`config.mk`:
```
export PLATFORM = sky130hd
export DESIGN_NAME = filtered_uart_tx
export DESIGN_NICKNAME = d
export VERILOG_FILES = /design/src/rtl/filtered_uart_tx.sv
export SDC_FILE = /design/constraint.sdc
export NUM_CORES = 1
export LEC_CHECK = 0
export BUFFER_PORTS_ARGS = -buffer_cell sky130_fd_sc_hd__buf_2
export CORE_MARGIN = 5
export CORE_UTILIZATION = 47
export CTS_CLUSTER_DIAMETER = 30
export DETAILED_ROUTE_END_ITERATION = 8
export GPL_ROUTABILITY_DRIVEN = 0
export PLACE_DENSITY = 0.66
export SYNTH_ARGS = -nofsm -noshare
export SYNTH_HDL_FRONTEND = slang
export SYNTH_SLANG_ARGS = --single-unit
```
`constraint.sdc`:
```
create_clock -name CLK100MHZ -period 3.4 [get_ports CLK100MHZ]
set_input_delay 0.51 -clock CLK100MHZ [delete_from_list [all_inputs] [get_ports CLK100MHZ]]
set_output_delay 0.51 -clock CLK100MHZ [all_outputs]
set_load 0.03 [all_outputs]
```
`src/rtl/filtered_uart_tx.sv`:
```
// Buffers signed filtered samples in a small FIFO and serialises each one as a UART frame on tx.
// Define UART_PARITY_EN for 8E1 frames; the default build produces 8N1 frames.
module filtered_uart_tx #(
  parameter int CLKS_PER_BIT = 868,
  parameter int FIFO_DEPTH   = 4
) (
  input  logic              CLK100MHZ,
  input  logic              reset,
  input  logic              sample_valid,
  input  logic signed [7:0] sample,
  output logic              tx,
  output logic              busy,
  output logic              fifo_full,
  output logic              overflow
);

  localparam int AW = $clog2(FIFO_DEPTH);
  localparam int CW = AW + 1;
  localparam int BW = $clog2(CLKS_PER_BIT);

  typedef enum logic [2:0] {
    S_IDLE,
    S_START,
    S_DATA,
    S_PARITY,
    S_STOP
  } state_t;

  state_t          state, state_next;
  logic [BW-1:0]   baud_cnt;
  logic [2:0]      bit_cnt;
  logic [7:0]      shreg;
  logic [7:0]      mem [FIFO_DEPTH];
  logic [AW-1:0]   wr_ptr, rd_ptr;
  logic [CW-1:0]   count, count_next;
  logic            baud_end, pop, push;
`ifdef UART_PARITY_EN
  logic            par_bit;
`endif

  assign baud_end = (baud_cnt == BW'(CLKS_PER_BIT - 1));
  // A frame is loaded from idle, or straight out of STOP so back-to-back frames have no gap.
  assign pop  = (count != '0) && ((state == S_IDLE) || ((state == S_STOP) && baud_end));
  assign push = sample_valid && ((count != CW'(FIFO_DEPTH)) || pop);

  // NOTE: every combinational output gets a default first so no path leaves it unassigned (no latch).
  always_comb begin
    count_next = count;
    case ({push, pop})
      2'b10:   count_next = count + 1'b1;
      2'b01:   count_next = count - 1'b1;
      default: count_next = count;
    endcase
  end

  // NOTE: sequential state uses non-blocking assignments so all registers update together at the edge.
  always_ff @(posedge CLK100MHZ or negedge reset) begin
    if (!reset) state <= S_IDLE;
    else        state <= state_next;
  end

  always_comb begin
    state_next = state;
    case (state)
      S_IDLE:  if (pop) state_next = S_START;
      S_START: if (baud_end) state_next = S_DATA;
      S_DATA: begin
        if (baud_end && (bit_cnt == 3'd7)) begin
`ifdef UART_PARITY_EN
          state_next = S_PARITY;
`else
          state_next = S_STOP;
`endif
        end
      end
`ifdef UART_PARITY_EN
      S_PARITY: if (baud_end) state_next = S_STOP;
`endif
      S_STOP:  if (baud_end) state_next = pop ? S_START : S_IDLE;
      default: state_next = S_IDLE;
    endcase
  end

  always_comb begin
    tx = 1'b1;
    case (state)
      S_START:  tx = 1'b0;
      S_DATA:   tx = shreg[0];
`ifdef UART_PARITY_EN
      S_PARITY: tx = par_bit;
`endif
      default:  tx = 1'b1;
    endcase
  end

  // Baud counter restarts on every state or bit change; bits leave LSB first from shreg.
  always_ff @(posedge CLK100MHZ or negedge reset) begin
    if (!reset) begin
      baud_cnt <= '0;
      bit_cnt  <= '0;
      shreg    <= '0;
`ifdef UART_PARITY_EN
      par_bit  <= 1'b0;
`endif
    end else begin
      if (pop) begin
        shreg   <= mem[rd_ptr];
        bit_cnt <= '0;
`ifdef UART_PARITY_EN
        par_bit <= ^mem[rd_ptr];
`endif
      end else if ((state == S_DATA) && baud_end) begin
        shreg   <= {1'b0, shreg[7:1]};
        bit_cnt <= bit_cnt + 1'b1;
      end
      if ((state == S_IDLE) || baud_end) baud_cnt <= '0;
      else                               baud_cnt <= baud_cnt + 1'b1;
    end
  end

  // NOTE: the storage array has no reset; emptiness is tracked by count, so stale entries are never read.
  always_ff @(posedge CLK100MHZ) begin
    if (push) mem[wr_ptr] <= sample;
  end

  // busy and fifo_full are registered images of the next state/count, so they track them without lag.
  always_ff @(posedge CLK100MHZ or negedge reset) begin
    if (!reset) begin
      wr_ptr    <= '0;
      rd_ptr    <= '0;
      count     <= '0;
      overflow  <= 1'b0;
      busy      <= 1'b0;
      fifo_full <= 1'b0;
    end else begin
      if (push) wr_ptr <= wr_ptr + 1'b1;
      if (pop)  rd_ptr <= rd_ptr + 1'b1;
      count     <= count_next;
      if (sample_valid && !push) overflow <= 1'b1;
      busy      <= (state_next != S_IDLE) || (count_next != '0);
      fifo_full <= (count_next == CW'(FIFO_DEPTH));
    end
  end

endmodule

```
==> Word level (Yosys, flattened, before mapping) <==
Memory sizes are Yosys's and may differ from the RTL's.
Cells that the tools add are included.
{ "word_totals": {"latch_bits": 0, "ramBits": 32, "memories": 1, "register_bits": 34, "inputBits": 11, "romBits": 0, "output_inout_bits": 4, "word_cells": 57} }
{ "mem_list": {"columns": ["memory", "words", "word_bits", "read_ports", "rd_clocked_by_memory_dff", "write_ports", "line_no", "source"], "rows": [
  ["mem", 4, 8, 1, 0, 1, "33", "logic [7:0] mem [FIFO_DEPTH];"]
]} }
{ "op_classes": {"n_mux": 15, "eq_ne": 9, "n_reduce_logical": 16, "shift": 0, "mul": 0, "bitwise_logic": 0, "order_cmp": 0, "div": 0, "addsub": 6} }
{ "ops": {"columns": ["operator", "count"], "rows": [
  ["$mux W3", 6],
  ["$mux W8", 2],
  ["$pmux W3 S4", 1],
  ["$add A10 B1 Y10 const B", 1],
  ["$eq A10 B10 Y1 const B", 1],
  ["$mux W10", 1],
  ["$eq A3 B3 Y1 const B", 3],
  ["$reduce_bool A3 Y1", 3],
  ["$add A3 B1 Y3 const B", 2],
  ["$logic_and A1 B1 Y1", 6],
  ["$pmux W3 S2", 1],
  ["$add A2 B1 Y2 const B", 2],
  ["$logic_or A1 B1 Y1", 4],
  ["$eq A3 B1 Y1 const B", 1],
  ["$eq A3 B2 Y1 const B", 1],
  ["$logic_not A3 Y1", 1],
  ["$mux W1", 3],
  ["$ne A3 B3 Y1 const B", 1],
  ["$sub A3 B1 Y3 const B", 1],
  ["$eq A2 B1 Y1 const B", 1],
  ["$eq A2 B2 Y1 const B", 1],
  ["$pmux W1 S2", 1],
  ["$reduce_bool A2 Y1", 1],
  ["$logic_not A1 Y1", 1]
]} }

==> Logic depth before layout (Yosys ltp) <==
Gate-level depths: netlist (run 1).
{ "depth": {"ltp_word": 10, "depth_mapped": 14} }

==> Least setup slack after synthesis (run 1) <==
OpenSTA, ideal clock, no wires.
{ "synth_path": {"kind": "register -> register", "from": "register baud_cnt[0]", "to": "register busy", "t_required_ns": 3.263, "arrival_time_ns": 3.115, "path_stages_with_launch": 14, "setup_slack_ns": 0.147, "cell_sequence": "dfrtp_1 > ha_1 > or3b_4 > o31ai_4 > nand2_2 > nor2_4 > buf_4 > buf_4 > nand2_1 > fa_1 > nand2_1 > and4_1 > a2111oi_2 > nand3_1"} }
{ "synth_between": {"elab_chain_len": 10} }
{ "synth_rtl": {"columns": ["element", "line_no", "source"], "rows": [
  ["start: declaration", "30", "logic [BW-1:0] baud_cnt;"],
  ["start signal: assignment", "117", "else baud_cnt <= baud_cnt + 1'b1;"],
  ["$eq A10 B10 Y1 (*)", "41", "assign baud_end = (baud_cnt == BW'(CLKS_PER_BIT - 1));"],
  ["$logic_and A1 B1 Y1", "43", "assign pop = (count != '0) && ((state == S_IDLE) || ((state == S_STOP) && baud_end));"],
  ["$logic_or A1 B1 Y1", "43", null],
  ["$logic_and A1 B1 Y1", "43", null],
  ["$logic_or A1 B1 Y1", "44", "assign push = sample_valid && ((count != CW'(FIFO_DEPTH)) || pop);"],
  ["$logic_and A1 B1 Y1", "44", null],
  ["$eq A2 B1 Y1 or $eq A2 B2 Y1 (tied branches)", "49", "case ({push, pop})"],
  ["$pmux W3 S2", "49", null],
  ["$reduce_bool A3 Y1", "140", "busy <= (state_next != S_IDLE) || (count_next != '0);"],
  ["$logic_or A1 B1 Y1 (*)", "140", null],
  ["end signal: assignment", "140", null],
  ["end: declaration", "12", "output logic busy,"]
]} }
Every way passes the cells marked *; elsewhere a longest branch is shown, timed or not.
A chain may end at the register's enable or synchronous reset.

==> Worst setup path after layout (run 1) <==
{ "layout_path": {"from": "register baud_cnt[0]", "to": "register fifo_full"} }
{ "layout_between": {"elab_chain_len": 9} }
{ "layout_rtl": {"columns": ["element", "line_no", "source"], "rows": [
  ["$eq A10 B10 Y1 (*)", "41", null],
  ["$logic_and A1 B1 Y1 (*)", "43", null],
  ["$logic_or A1 B1 Y1 (*)", "43", null],
  ["$logic_and A1 B1 Y1 (*)", "43", null],
  ["$logic_or A1 B1 Y1", "44", null],
  ["$logic_and A1 B1 Y1", "44", null],
  ["$eq A2 B1 Y1 or $eq A2 B2 Y1 (tied branches)", "49", null],
  ["$pmux W3 S2 (*)", "49", null],
  ["$eq A3 B3 Y1 (*)", "141", "fifo_full <= (count_next == CW'(FIFO_DEPTH));"],
  ["end signal: assignment", "141", null],
  ["end: declaration", "13", "output logic fifo_full,"]
]} }
Marked as above.

==> results of run 1 <==
## critical path: stages (launching register included)
cell	delay (ps)
dfrtp_1	390
ha_1	210
or3b_4	420
o31ai_4	310
nand2_2	160
nor2_4	120
nand2_1	70
fa_1	510
nand2_1	100
and4_1	230
a2111oi_2	360
nor2b_1	180
## per-layer routing
layer	up-vias	routed length (µm)
met2	23	2240
li1	829	-
met5	-	0
met1	822	2220
met4	0	58
met3	6	193
## per-stage QoR
step | hold WS, ps | power [µW] | worst slack (ps) | utilization [%]
6_report | 230 | 2200 | 277 | 53.3
5_1_grt | 278 | 2340 | 37.3 | 53.3
4_1_cts | 246 | 2230 | 271 | 53.3
3_5_place_dp | 450 | 1520 | 294 | 50.0
3_3_place_gp | 450 | 1510 | 367 | 50.0
2_1_floorplan | 214 | 1400 | 147 | -
## final timing paths
path | startpoint | endpoint | slack (ps) | cells after the start
max | baud_cnt[0]$_DFF_PN0_ | fifo_full$_DFF_PN0_ | 280 | 11
min | reset | state[1]$_DFF_PN0_ | 230 | 1
min reg2reg | overflow$_DFFE_PN0P_ | overflow$_DFFE_PN0P_ | 460 | 1
min in group CLK100MHZ | sample[3] | mem[2][3]$_DFFE_PP_ | 390 | 1
max reg2reg | baud_cnt[0]$_DFF_PN0_ | fifo_full$_DFF_PN0_ | 280 | 11
max in group asynchronous | reset | rd_ptr[1]$_DFFE_PN0N_ | 2710 | 1
## synthesized netlist by cell type (2+ instances only)
cell | number | area, µm²
nor2_1 | 20 | 75.1
and2_1 | 4 | 25.0
ha_1 | 7 | 87.6
mux4_2 | 8 | 180
nand2b_1 | 4 | 25.0
buf_1 | 2 | 7.51
dfrtp_1 | 34 | 851
buf_4 | 3 | 22.5
o21ai_1 | 5 | 25.0
clkbuf_1 | 2 | 7.51
and3_1 | 2 | 12.5
a22o_1 | 4 | 35.0
o21ai_0 | 3 | 15.0
a21oi_1 | 5 | 25.0
inv_1 | 11 | 41.3
mux2i_1 | 7 | 70.1
nor3_2 | 2 | 20.0
nand2_1 | 15 | 56.3
xnor2_1 | 7 | 61.3
edfxtp_1 | 32 | 961
a21o_1 | 3 | 22.5
nand3_1 | 6 | 30.0
xor2_1 | 6 | 52.6
## cells by family after synthesis
group | synth area share (%)
flip-flops | 60.9
multiplexers | 8.41
buffers and inverters | 2.65
adder cells (fa/ha/maj) | 3.61
XOR/XNOR | 3.83
AND/OR/NAND/NOR | 11.5
AO/OA/AOI/OAI | 9.16
## area by class of cell
| type | instances | area [µm²] | share of cell area [%] |
|---|---|---|---|
| sequential | 66 | 1810 | 54.4 |
| multi-input combinational | 134 | 1090 | 32.6 |
| clock buffer | 10 | 128 | 3.83 |
| tap | 77 | 96.3 | 2.89 |
| timing repair buffer | 16 | 85.1 | 2.56 |
| clock inverter | 6 | 81.3 | 2.44 |
| inverter | 11 | 41.3 | 1.24 |
## state kept, by name, summed over array words and instances, names as in the netlist, 2 cells and up
name      cells
mem          32
baud_cnt     10
shreg         8
bit_cnt       3
count         3
state         3
rd_ptr        2
wr_ptr        2
## power by group
group,switching (µW),internal [µW],total (µW)
registers,102,1000,1100
clock network,294,408,702
logic,228,169,397
total,624,1580,2200
==> summary.txt, run 1 <==
Outcome
  • Outcome: finished clean

Route
  • Total wire length: around 4700 µm
  • DR DRC count: 0
  • DR iter-0 viols: between 80 and 90
  • DRT antenna net count: 0
  • Vias per cell: 5.25
  • DRT Pass-1 Iters: 6
  • Routed wire per std cell: approximately 15 µm
  • Vias: between 1,500 and 2,000

Layout
  • Post-route design area: 3330 µm²
  • Layout area overhead: 11.9%
  • Most frequent cells in the layout: 34 x dfrtp_1, 32 x edfxtp_1, 20 x nor2_1, 15 x nand2_1, 14 x buf_2
  • Non-Filler Instances: 320
  • Nets@finish: around 260
  • Commonest non-fill, non-tap cell in the layout: dfrtp_1
  • Diode count: 0
  • Share of cells above drive strength 1: a little over a fifth
  • # fillers: between 500 and 600

CTS
  • Worst-path clk slew: about 70 ps
  • Post-cts sizing count: 0
  • Max clock buf depth: 2
  • CTS sink count: between 60 and 70
  • Hold-fix buffers at CTS: 0
  • CTS tree: built
  • CTS Buf Count: 9
  • Root Buffer: clkbuf_8
  • Skew-Pair Late Insertion Delay: roughly 330 ps
  • Setup bufs post-CTS: 0
  • H-tree depth: 3

STA
  • Max Slew Vio Count: 0
  • Setup TNS: 0 ps
  • RSZ-0062 raised after global routing: no
  • Clock Skews: 7.18 ps
  • Fmax: 320 MHz
  • Final setup violating endpoints: 0
  • Worst-margin pin slew: roughly 730 ps
  • Slew margin rel.: between 50% and 60%
  • Fin crit share: around 92%
  • Final Hold Viols: 0
  • Post-route minimum period: 3120 ps

Place
  • Hpwl dp: approximately 3200 µm
  • Port bufs: 14
  • Area after DPL: about 3100 µm²
  • Placed Instances: a little over 300

Floorplan
  • Die H: ~90 µm
  • Starting Density: between 40% and 50%
  • Num ports: 15
  • Core ar.: 6240 µm²
  • DIE WIDTH: between 80 and 90 µm
  • Die ar.: approximately 8000 µm²
  • Row count: 29

Logic synthesis
  • Synth Register Bits: 66
  • Syn Area/Cell: ~14 µm²
  • Yosys warning total: 0
  • Post-Syn Area: ~3000 µm²
  • Synth async-reset ratio: 51.5%
  • Mapped Cells: approximately 220
  • Number of synthesized flops with an enable pin: 32
  • Post-synthesis sequential area ratio: 60.9%
  • Synth Flop Type: dfrtp_1
  • Synthesized Nets: about 240
  • Synth cell types: about 50

Worst setup path
  • CP Launch Type: flip-flop
  • Critical Path End Type: flip-flop
  • Kind of critical path: reg -> reg
  • Worst-path maximum fanout: 6
  • Worst EP arrival: approximately 3400 ps
  • WP data required: about 3700 ps

Run
  • Maxcap violations: 0

Power
  • Worst VDD drop: between 0.5 and 0.6 mV
  • Pwr/cell area: 661 nW/µm²
  • Static leakage: around 0.0013 µW

Global route
  • Busiest grt layer: met2
  • Antenna violations before repair: 0
  • GRT Total Usage: ~14%
  • GR Util met3: a little over 5%
  • Vias in the first global route: approximately 1,800
  • Met2 Usage GRT: between 20% and 30%
  • Largest net degree at the start of global routing: 35
  • M1 GR Usage: around a fifth
  • Gr ovfl total: 0
  • First-pass GRT wire length: 8350 µm

Hold path
  • Worst min-delay path class: in -> async
Note: power is estimated with default switching activity, not from simulation.
==> run 2, diff against run 1 <==
- BUFFER_PORTS_ARGS: -buffer_cell sky130_fd_sc_hd__buf_2 -> -buffer_cell sky130_fd_sc_hd__buf_4
- CORE_UTILIZATION: 47 -> 54
- PLACE_DENSITY: 0.66 -> 0.74
==> summary.txt, run 2 (synthesis gave the netlist of run 1 again) <==
Worst setup path
  • CP bufs+invs: 0 (unchanged)
  • Worst reg2reg setup slack: 250 ps (-20 ps)
  • R2r startpoint: baud_cnt[0]$_DFF_PN0_
  • Worst path most repeated cell: nand2_1
  • CP Launch Type: flip-flop
  • CP max stage cell: fa_1
  • Critical Path End Type: flip-flop
  • Critical path depth: 11 (unchanged)
  • Worst path cell trace: ha_1 -> or3b_4 -> o31ai_4 -> nand2_2 -> nor2_4 -> nand2_1 -> fa_1 -> nand2_1 -> and4_1 -> a2111oi_2 -> nand3_1
  • Worst EP arrival: 3350 ps (-30 ps)
  • Worst r2r path cells: 11 (unchanged)
  • R2r endpoint: busy$_DFF_PN0_
  • CP delay by family, top: simple AND/OR/NAND/NOR gates
  • Kind of critical path: reg -> reg
  • Critical Path Max Stage Delay: 520 ps (about the same)
  • CP endpoint: busy$_DFF_PN0_
  • WP data required: 3600 ps (-60 ps)
  • CP Launch Point: baud_cnt[0]$_DFF_PN0_
  • Worst-path maximum fanout: 6 (unchanged)

CTS
  • Skew-Pair Late Insertion Delay: 330 ps (about the same)
  • CTS sink count: 66 (unchanged)
  • Max clock buf depth: 2 (unchanged)
  • Setup bufs post-CTS: 0 (unchanged)
  • Post-cts sizing count: 0 (unchanged)
  • Root Buffer: clkbuf_8
  • Worst-path clk slew: 70 ps (about the same)
  • H-tree depth: 3 (unchanged)
  • CTS tree: built
  • CTS Buf Count: 9 (unchanged)
  • Hold-fix buffers at CTS: 0 (unchanged)

STA
  • RSZ-0062 raised after global routing: no
  • Final setup violating endpoints: 0 (unchanged)
  • Clock Skews: 8.77 ps (+1.59 ps)
  • Post-route minimum period: 3150 ps (+24.3 ps)
  • Fmax: 318 MHz (-0.77%)
  • Fin crit share: 92.6% (+0.71 points)
  • Worst-margin pin slew: 638 ps (-88.6 ps)
  • Setup WS post-layout: 253 ps (-24.3 ps)
  • Setup TNS: 0 ps (unchanged)
  • Final Hold Viols: 0 (unchanged)
  • Max Slew Vio Count: 0 (unchanged)
  • Slew margin rel.: 57.2% (+5.6 points)

Route
  • WL met2: 2250 µm (+0.18%)
  • Met1 WL: 2220 µm (about the same)
  • Top routing layer in use: met4
  • Routed wire per std cell: 14.8 µm (+0.42%)
  • Vias per cell: 5.30 (+1.0%)
  • DRT Pass-1 Iters: 4 (-2)
  • Vias: 1,671 (-0.54%)
  • DRT antenna net count: 0 (unchanged)
  • DR iter-0 viols: 81 (-1.2%)
  • Total wire length: 4660 µm (-1.1%)
  • DR DRC count: 0 (unchanged)
  • Routed met3 length: 142 µm (-26%)

Power
  • Worst VDD drop: 0.365 mV (-28%)
  • Overall power: 2080 µW (-5.5%)
  • Pwr/cell area: 626 nW/µm² (-5.3%)
  • Static leakage: 0.00131 µW (about the same)

Layout
  • Share of cells above drive strength 1: 20.6% (-0.41 points)
  • Biggest regs: mem (32), baud_cnt (10), shreg (8)
  • Diode count: 0 (unchanged)
  • Max reg flops: 32 (unchanged)
  • Most frequent cells in the layout: 34 x dfrtp_1, 32 x edfxtp_1, 20 x nor2_1, 16 x buf_4, 15 x nand2_1
  • Layout area overhead: 11.6%
  • Commonest non-fill, non-tap cell in the layout: dfrtp_1
  • Biggest register: mem
  • Nets@finish: 257 (unchanged)
  • # fillers: 425 (-19%)

Floorplan
  • Core ar.: 5440 µm² (-13%)
  • DIE WIDTH: 84.2 µm (-6.0%)
  • Row count: 27 (-6.9%)
  • Die ar.: 7100 µm² (-12%)
  • Starting Density: 54.7% (+7.0 points)
  • Num ports: 15 (unchanged)
  • Die H: 84.2 µm (-6.0%)

Place
  • Port bufs: 14 (unchanged)
  • Pre-CTS setup slack: 274 ps (-20.8 ps)
  • Hpwl dp: 3130 µm (-2.0%)

Global route
  • GRT Total Usage: 14.8% (+0.84 points)
  • Antenna violations before repair: 0 (unchanged)
  • Largest net degree at the start of global routing: 35 (unchanged)
  • First-pass GRT wire length: 8320 µm (-0.34%)
  • Vias in the first global route: 1,677 (-5.2%)
  • Gr ovfl total: 0 (unchanged)

Hold path
  • Worst min-delay path class: in -> async

Run
  • Maxcap violations: 0 (unchanged)

Outcome
  • Outcome: finished clean
run 2: cell count changes in the layout (fill, tap and decap cells not counted), sizes merged:
cell      previous run  this run
bufinv               2         0
clkinvlp             1         0
clkbuf              10        13
run 2: power by group:
| group | total [µW] | internal (µW) | leakage [µW] | switching [µW] |
|---|---|---|---|---|
| registers | 1100 | 1000 | 0.000707 | 102 |
| logic | 405 | 175 | 0.000511 | 230 |
| clock network | 574 | 300 | 0.0000908 | 274 |
| total | 2080 | 1480 | 0.00131 | 606 |
run 2: worst min path at each step:
stage	startpoint	to	slack, ps	cells past startpoint
2_1_floorplan	reset	baud_cnt[0]$_DFF_PN0_	210	0
3_3_place_gp	overflow$_DFFE_PN0P_	overflow$_DFFE_PN0P_	460	1
3_5_place_dp	shreg[2]$_DFFE_PN0P_	shreg[2]$_DFFE_PN0P_	470	1
4_1_cts	reset	fifo_full$_DFF_PN0_	120	1
5_1_grt	reset	fifo_full$_DFF_PN0_	150	1
6_report	reset	fifo_full$_DFF_PN0_	130	1
run 2: cell type report:
type	instances	area [µm²]	area share, %
inverter	11	41.3	1.24
multi-input combinational	134	1090	32.7
timing repair buffer	16	120	3.62
clock inverter	3	13.8	0.414
sequential	66	1810	54.5
clock buffer	13	159	4.78
tap	72	90.1	2.71
run 2: metrics by stage:
stage	util (%)	cells	hold slack, ps	instance area (µm²)
after floorplan	-	218	214	2980
after global placement	57.9	299	459	3150
after detailed placement	57.9	299	469	3150
after CTS	61.1	315	120	3320
after global routing	61.1	315	152	3320
final	61.1	315	126	3320
run 2: metal layers:
| layer | track usage [%] | vias up |
|---|---|---|
| li1 | - | 829 |
| met1 | 21.0 | 814 |
| met2 | 21.9 | 24 |
| met3 | 3.04 | 4 |
| met4 | 7.02 | 0 |
| met5 | 0 | - |
